### config.mk
export PLATFORM = sky130hd
export DESIGN_NAME = rr_grant_encoder
export DESIGN_NICKNAME = d
export VERILOG_FILES = /design/src/rtl/rr_grant_pkg.sv /design/src/rtl/rr_pick.sv /design/src/rtl/rr_grant_encoder.sv
export SDC_FILE = /design/constraint.sdc
export NUM_CORES = 1
export LEC_CHECK = 0
export ABC_AREA = 1
export CAP_MARGIN = 20
export CORE_ASPECT_RATIO = 0.8
export CORE_MARGIN = 1
export CORE_UTILIZATION = 40
export DETAILED_ROUTE_END_ITERATION = 10
export PLACE_DENSITY = 0.68
export SYNTH_ARGS = -nofsm -noshare
export SYNTH_HDL_FRONTEND = slang
export SYNTH_SLANG_ARGS = --single-unit
export TNS_END_PERCENT = 50
### constraint.sdc
create_clock -name clk -period 2.1 [get_ports clk]
set_input_delay 0.42 -clock clk [delete_from_list [all_inputs] [get_ports clk]]
set_output_delay 0.42 -clock clk [all_outputs]
set_load 0.01 [all_outputs]
### src/rtl/rr_grant_pkg.sv
// rtl/rr_grant_pkg.sv - shared constants and state type for the round-robin grant encoder
package rr_grant_pkg;

    localparam int N_REQ = 4;
    localparam int IDX_W = 2;
    localparam int CNT_W = 8;

    typedef enum logic {
        IDLE  = 1'b0,
        GRANT = 1'b1
    } state_t;

endpackage

### src/rtl/rr_pick.sv
// rtl/rr_pick.sv - combinational rotating-priority winner search over four requesters
module rr_pick
    import rr_grant_pkg::*;
(
    input  logic [N_REQ-1:0] req,
    input  logic [IDX_W-1:0] last,
    output logic             any,
    output logic [IDX_W-1:0] win
);

    logic [IDX_W-1:0] cand;

    // Scan from last+1 upward with natural 2-bit wrap; last itself is checked last
    always_comb begin
        any  = 1'b0;
        win  = '0;
        cand = '0;
        for (int k = 1; k <= N_REQ; k++) begin
            cand = last + IDX_W'(k);
            if (!any && req[cand]) begin
                any = 1'b1;
                win = cand;
            end
        end
    end

endmodule

### src/rtl/rr_grant_encoder.sv
// rtl/rr_grant_encoder.sv - round-robin arbiter producing registered grant index, valid and timeout pulse
module rr_grant_encoder
    import rr_grant_pkg::*;
#(
    parameter int TIMEOUT = 16
)
(
    input  logic             clk,
    input  logic             rst_n,
    input  logic [N_REQ-1:0] req,
    input  logic             done,
    output logic [IDX_W-1:0] gnt_idx,
    output logic             gnt_vld,
    output logic             timeout
);

    localparam logic [CNT_W-1:0] CNT_LAST = CNT_W'(TIMEOUT - 1);
    localparam logic [CNT_W-1:0] CNT_SAT  = CNT_W'(TIMEOUT);

    state_t           state;
    logic [IDX_W-1:0] last;
    logic [CNT_W-1:0] cnt;
    logic             pick_any;
    logic [IDX_W-1:0] pick_win;

    rr_pick u_pick (
        .req  (req),
        .last (last),
        .any  (pick_any),
        .win  (pick_win)
    );

    // Arbitration FSM: grant from IDLE, hold until done / request drop / hold limit,
    // then always pass through one IDLE cycle so the decoder never sees a live select change
    always_ff @(posedge clk or negedge rst_n) begin
        if (!rst_n) begin
            state   <= IDLE;
            gnt_idx <= '0;
            gnt_vld <= 1'b0;
            timeout <= 1'b0;
            last    <= IDX_W'(N_REQ - 1);
            cnt     <= '0;
        end else begin
            timeout <= 1'b0;
            case (state)
                IDLE: begin
                    if (pick_any) begin
                        gnt_idx <= pick_win;
                        gnt_vld <= 1'b1;
                        last    <= pick_win;
                        cnt     <= '0;
                        state   <= GRANT;
                    end
                end
                GRANT: begin
                    if (cnt != CNT_SAT) begin
                        cnt <= cnt + 1'b1;
                    end
                    // Voluntary release wins over expiry so a coincident done is not flagged
                    if (done || !req[gnt_idx]) begin
                        gnt_vld <= 1'b0;
                        state   <= IDLE;
                    end else if (cnt == CNT_LAST) begin
                        gnt_vld <= 1'b0;
                        timeout <= 1'b1;
                        state   <= IDLE;
                    end
                end
                default: begin
                    gnt_vld <= 1'b0;
                    state   <= IDLE;
                end
            endcase
        end
    end

endmodule
==> results.toml, run 1 <==
[run_status]
status = "finished, final reports clean"

[synthesis]
yosysMostFrequentCell = "nand2_1"
synthTopCellsByCount = "nand2_1 (46), inv_1 (16), dfrtp_1 (13), nand3_1 (13), nor2_1 (13)"
ys_warn_count = 0
synthesis.nets = 153
postSynthCellCount = 144
syn_area_mm2 = 0.00102
synth_enable_flop_cells = 0
async_reset_ff_share_pct = 100
synth_top_area_share_pct = 31.8
synthFlopType = "dfrtp_1"
synth_area_leader_cell = "dfrtp_1"
synth_cell_types = 24
synth_seq_cells = 15
yosysSeqAreaShare_pct = 37.0
synth_area_leaders = "dfrtp_1 (32%), nand2_1 (17%), nand3_1 (6.4%), inv_1 (5.9%), nand2_2 (5.5%)"
syn_area_per_cell_um2 = 7.10

[cts]
cts.reportedPaths.clkPinSlew_ns = 0.09
cts_setup_buffers = 0
htree_levels = 1
cts_resized = 0
cts_root_buffer = "clkbuf_4"
cts_tree = "built"
cts_inserted_buffers = 3
cts.hold.buffers_added = 0
clk_latency_ns = 0.29
cts_sinks = 15
cts.path.max_buffers = 2

[global_routing]
grt_antenna_before_repair = 0
grt_pass1_vias = 806
grt.overflow.total = 0
grt.total_usage_pct = 17.4
grt_start_max_net_pins = 16
grt_pass1_wl_um = 3570

[die]
io_pins = 11
chipWidth_um = 58.5
rows = 15
start_util_pct = 44.6
die_h_um = 47.2
fp.coreArea_mm2 = 0.00229
dieArea_mm2 = 0.00276

[sta]
finalMaxSlewViolations = 0
setup_slack_ns = 0.331
max_freq_mhz = 565
skew_ns = 0.00644
tns_ns = 0
finalSetupViolCount = 0
slew_headroom_pct = 53.4
worst_pin_slew_ns = 0.697
hold_viol = 0
holdWs_ns = 0.487
grt_setup_unrepaired = "no"
period_share_pct = 84.2
period_needed_ns = 1.77

[placement]
gp_congestion = 0.867
pre_cts_slack_ns = 0.165
numPortBuffers = 10
placed_cell_area_mm2 = 0.00115
dp_hpwl_um = 1560

[drt]
drt-vias-per-instance = 4.79
ant_nets = 0
dr_total_vias = 915
drt-total-wl_um = 1980
first_iter_violations = 31
wl_per_cell_um = 10.4
firstDrtPassIters = 4
drc = 0

[critical_path]
crit_path_end_kind = "primary output"
crit_family = "buffers and inverters"
crit_slowest_cell = "clkdlybuf4s50_1"
path_buf_inv = 1
crit_required_ns = 1.68
crit_type = "flop to primary output"
path_cells = "clkdlybuf4s50_1"
cp_max_fo = 6
arrival_ns = 1.35
critPathLaunchType = "flop"
max_stage_delay_ns = 0.59

[pwr]
irDropWorstVdd_v = 0.000538
powerDensity_mw_per_mm2 = 1340
power_w = 0.00159
p_leak_nw = 0.580

[worst_hold_path]
hold_class = "flop to flop"

[run]
drv_cap = 0

[cells_and_area]
fin_area_mm2 = 0.00118
nets = 167
layout-drive-gt1-share_pct = 17.2
syn2layout_area_growth_pct = 15.5
num_antenna_cells = 0
[flip-flops by register name, indices dropped and copies added (netlist names)]
register  count
cnt           8
gnt_vld       1
state         1
timeout       1
gnt_idx       2
last          2
[stage by stage]
stage	util, %	cells
2_1_floorplan	-	144
3_3_place_gp	50.4	187
3_5_place_dp	50.4	187
4_1_cts	51.6	191
5_1_grt	51.6	191
6_report	51.6	191
[cell usage in the layout (no fill, tap or decap), types with 3 or more instances in the layout]
cell	Yosys	final
a21oi_1	3	3
nor2_2	4	4
nand2_2	9	9
nor2_1	13	13
nand3_1	13	13
dfrtp_1	13	13
clkdlybuf4s50_1	0	10
clkbuf_4	0	3
o21ai_0	4	4
inv_1	16	16
nand2_1	46	46
xor2_1	3	3
[cell families (layout without fill, tap and decap cells)]
| logic type | Yosys count | count (layout) | synth area share [%] |
|---|---|---|---|
| simple gates | 92 | 92 | 41.4 |
| flops | 15 | 15 | 37.0 |
| fa+ha+maj | 2 | 2 | 2.45 |
| compound gates | 10 | 10 | 5.88 |
| xor+xnor | 5 | 5 | 4.28 |
| buf+inv | 20 | 33 | 9.06 |
[metal layers]
layer	vias to the layer above	wire, µm	part of all wire, %	track usage (%)
met3	2	100	5.0	5.79
met2	23	820	41	26.9
li1	477	-	-	-
met1	413	1050	53	24.8
met4	0	7	0.35	1.43
met5	-	0	0	0
[path summary, 6_finish.rpt]
kind,start,end,slack (ns),cells after the start
max reg2reg,last[0],gnt_idx[1],0.41,9
min reg2reg,gnt_vld,gnt_vld,0.49,2
min in group asynchronous,rst_n,cnt[7],0.54,1
max in group asynchronous,rst_n,gnt_idx[0],1.12,1
min,gnt_vld,gnt_vld,0.49,2
max,gnt_idx[0],gnt_idx[0],0.33,1
[worst reg2reg max path, delay by kind of cell, from the launching register on]
family	cells	cell delay, ns
and+or+nand+nor	8	0.86
buffers and inverters	1	0.07
DFF	1	0.67
[power by group]
group | leakage [nW] | internal, W | switching (W)
Combinational | 0.371 | 0.000328 | 0.000577
Clock | 0.0177 | 0.0000709 | 0.0000975
Sequential | 0.191 | 0.000390 | 0.000123
[layout make-up]
class / count / area [µm²]
fillers: 237 / 1110
multi-input cells: 109 / 552
flip-flops and latches: 15 / 378
repair buffers: 10 / 100
inverters: 19 / 81.3
well taps: 34 / 42.5
clock buffers: 3 / 22.5
clock inverters: 1 / 5.00
Note: power is estimated with default switching activity, not from simulation.
==> inputs of run 2 (changes only) <==
--- a/config.mk
+++ b/config.mk
@@ -11,7 +11,7 @@
 export CORE_MARGIN = 1
 export CORE_UTILIZATION = 40
 export DETAILED_ROUTE_END_ITERATION = 10
-export PLACE_DENSITY = 0.68
+export PLACE_DENSITY = 0.7
 export SYNTH_ARGS = -nofsm -noshare
 export SYNTH_HDL_FRONTEND = slang
 export SYNTH_SLANG_ARGS = --single-unit
==> constraint.sdc (replaced) <==
create_clock -name clk -period 1.6 [get_ports clk]
set_input_delay 0.32 -clock clk [delete_from_list [all_inputs] [get_ports clk]]
set_output_delay 0.32 -clock clk [all_outputs]
set_load 0.01 [all_outputs]
==> results.toml, run 2 (synthesis gave the netlist of run 1 again) <==
[sta]
max_freq_mhz = 584
finalMaxSlewViolations = 0
grt_setup_unrepaired = "yes"
skew_ns = 0.00293
period_share_pct = 107
slew_headroom_pct = 72.5
finalSetupViolCount = 14
hold_viol = 0
period_needed_ns = 1.71
setup_slack_ns = -0.113
worst_pin_slew_ns = 0.411
holdWs_ns = 0.316

[drt]
wl_met3_um = 118
first_iter_violations = 24
drt-met1-wl_um = 1210
dr_wl_met2_um = 1180
dr_total_vias = 1028
firstDrtPassIters = 4
maxUsedRoutingLayer = "met4"
ant_nets = 0
drt-total-wl_um = 2570
drc = 0
drt-vias-per-instance = 4.97
wl_per_cell_um = 12.4

[placement]
pre_cts_slack_ns = -0.232
gp_congestion = 0.868
numPortBuffers = 10
placed_cell_area_mm2 = 0.00121
dp_hpwl_um = 1710

[cells_and_area]
multi_input_area_um2 = 626
regMostFlops = "cnt"
fin_area_mm2 = 0.00139
largestRegisters = "cnt: 8 flops, gnt_idx: 2 flops, last: 2 flops"
largest_reg_flops = 8
layout_commonest_cell = "nand2_1"
seq_area_um2 = 379
post-route-util_pct = 60.6
syn2layout_area_growth_pct = 35.7
fillCellCount = 207
layout-drive-gt1-share_pct = 31.2
layout_common_cells = "nand2_1 (38), inv_1 (15), buf_4 (14)"
num_antenna_cells = 0
nets = 183

[cts]
cts.path.max_buffers = 2
cts_sinks = 15
cts_inserted_buffers = 3
clk_latency_ns = 0.29
cts_root_buffer = "clkbuf_4"
cts_tree = "built"
cts.reportedPaths.clkPinSlew_ns = 0.09
htree_levels = 1

[global_routing]
grt.overflow.total = 0
grt_antenna_before_repair = 0
grt_pass1_vias = 938
grt_pass1_wl_um = 4180
grt_start_max_net_pins = 9
grt.total_usage_pct = 21.2

[critical_path]
crit_required_ns = 1.79
rr_startpoint = "last[0]"
cp_max_fo = 8
critPathLaunchType = "flop"
crit_type = "flop to flop"
arrival_ns = 1.90
crit_path_end_kind = "flop"
crit_start = "last[0]"

[die]
rows = 15
io_pins = 11
start_util_pct = 44.6
chipWidth_um = 58.5
dieArea_mm2 = 0.00276
fp.coreArea_mm2 = 0.00229
die_h_um = 47.2

[pwr]
irDropWorstVdd_v = 0.00111
powerDensity_mw_per_mm2 = 1900
power_w = 0.00263
p_leak_nw = 0.700

[run]
drv_cap = 0

[run_status]
violations = "setup timing"
status = "finished, violations left"

[worst_hold_path]
hold_class = "input pin to asynchronous set/reset pin"
-- run 2: final timing paths --
| kind | to | slack (ns) | cells after the start |
|---|---|---|---|
| max in group asynchronous | cnt[0] | 0.81 | 2 |
| min | gnt_idx[0] | 0.32 | 1 |
| max | gnt_idx[1] | -0.11 | 11 |
| min in group clk | gnt_vld | 0.54 | 2 |
| max reg2reg | gnt_idx[1] | -0.11 | 11 |
| min reg2reg | gnt_vld | 0.54 | 2 |
-- run 2: layout make-up --
| type | instances | share of cell area, % |
|---|---|---|
| clock buffer | 4 | 1.89 |
| inverter | 19 | 6.04 |
| timing repair buffer | 26 | 16.6 |
| multi-input combinational | 109 | 45.1 |
| sequential | 15 | 27.3 |
| tap | 34 | 3.07 |
-- run 2: through the flow --
stage	cells	setup TNS (ns)
after floorplan	144	0
after global placement	195	-2.02
after detailed placement	195	-2.29
after CTS	205	-0.373
after global routing	207	-2.25
final	207	-0.848
-- run 2: critical path, cell delays in order (launching register included) --
cell,delay (ns)
dfstp_2,0.63
clkinv_4,0.14
nand2_4,0.11
nand2_4,0.07
nand2_4,0.08
nand2_4,0.05
nor2_4,0.09
nand3_2,0.09
nand2_4,0.16
inv_8,0.07
nand2_4,0.07
nand2_1,0.04
-- run 2: routing by layer --
| metal | up-vias | GRT usage [%] |
|---|---|---|
| li1 | 514 | - |
| met1 | 479 | 28.2 |
| met2 | 26 | 32.4 |
| met3 | 9 | 6.34 |
| met4 | 0 | 9.52 |
| met5 | - | 0 |
-- run 2: power by group --
| group | internal [W] | total, W | switching (W) |
|---|---|---|---|
| Combinational | 0.000735 | 0.00175 | 0.00102 |
| Sequential | 0.000514 | 0.000661 | 0.000147 |
| Clock | 0.0000972 | 0.000222 | 0.000125 |
-- run 2: repair_timing --
| item | 4_1_cts | 5_1_grt |
|---|---|---|
| resized for setup | 17 | 10 |
| pin swaps | 10 | 4 |
| endpoints found under the setup margin | 12 | 15 |
| cloned | 0 | 0 |
| setup buffers | 6 | 2 |
| hold buffers | 0 | 0 |
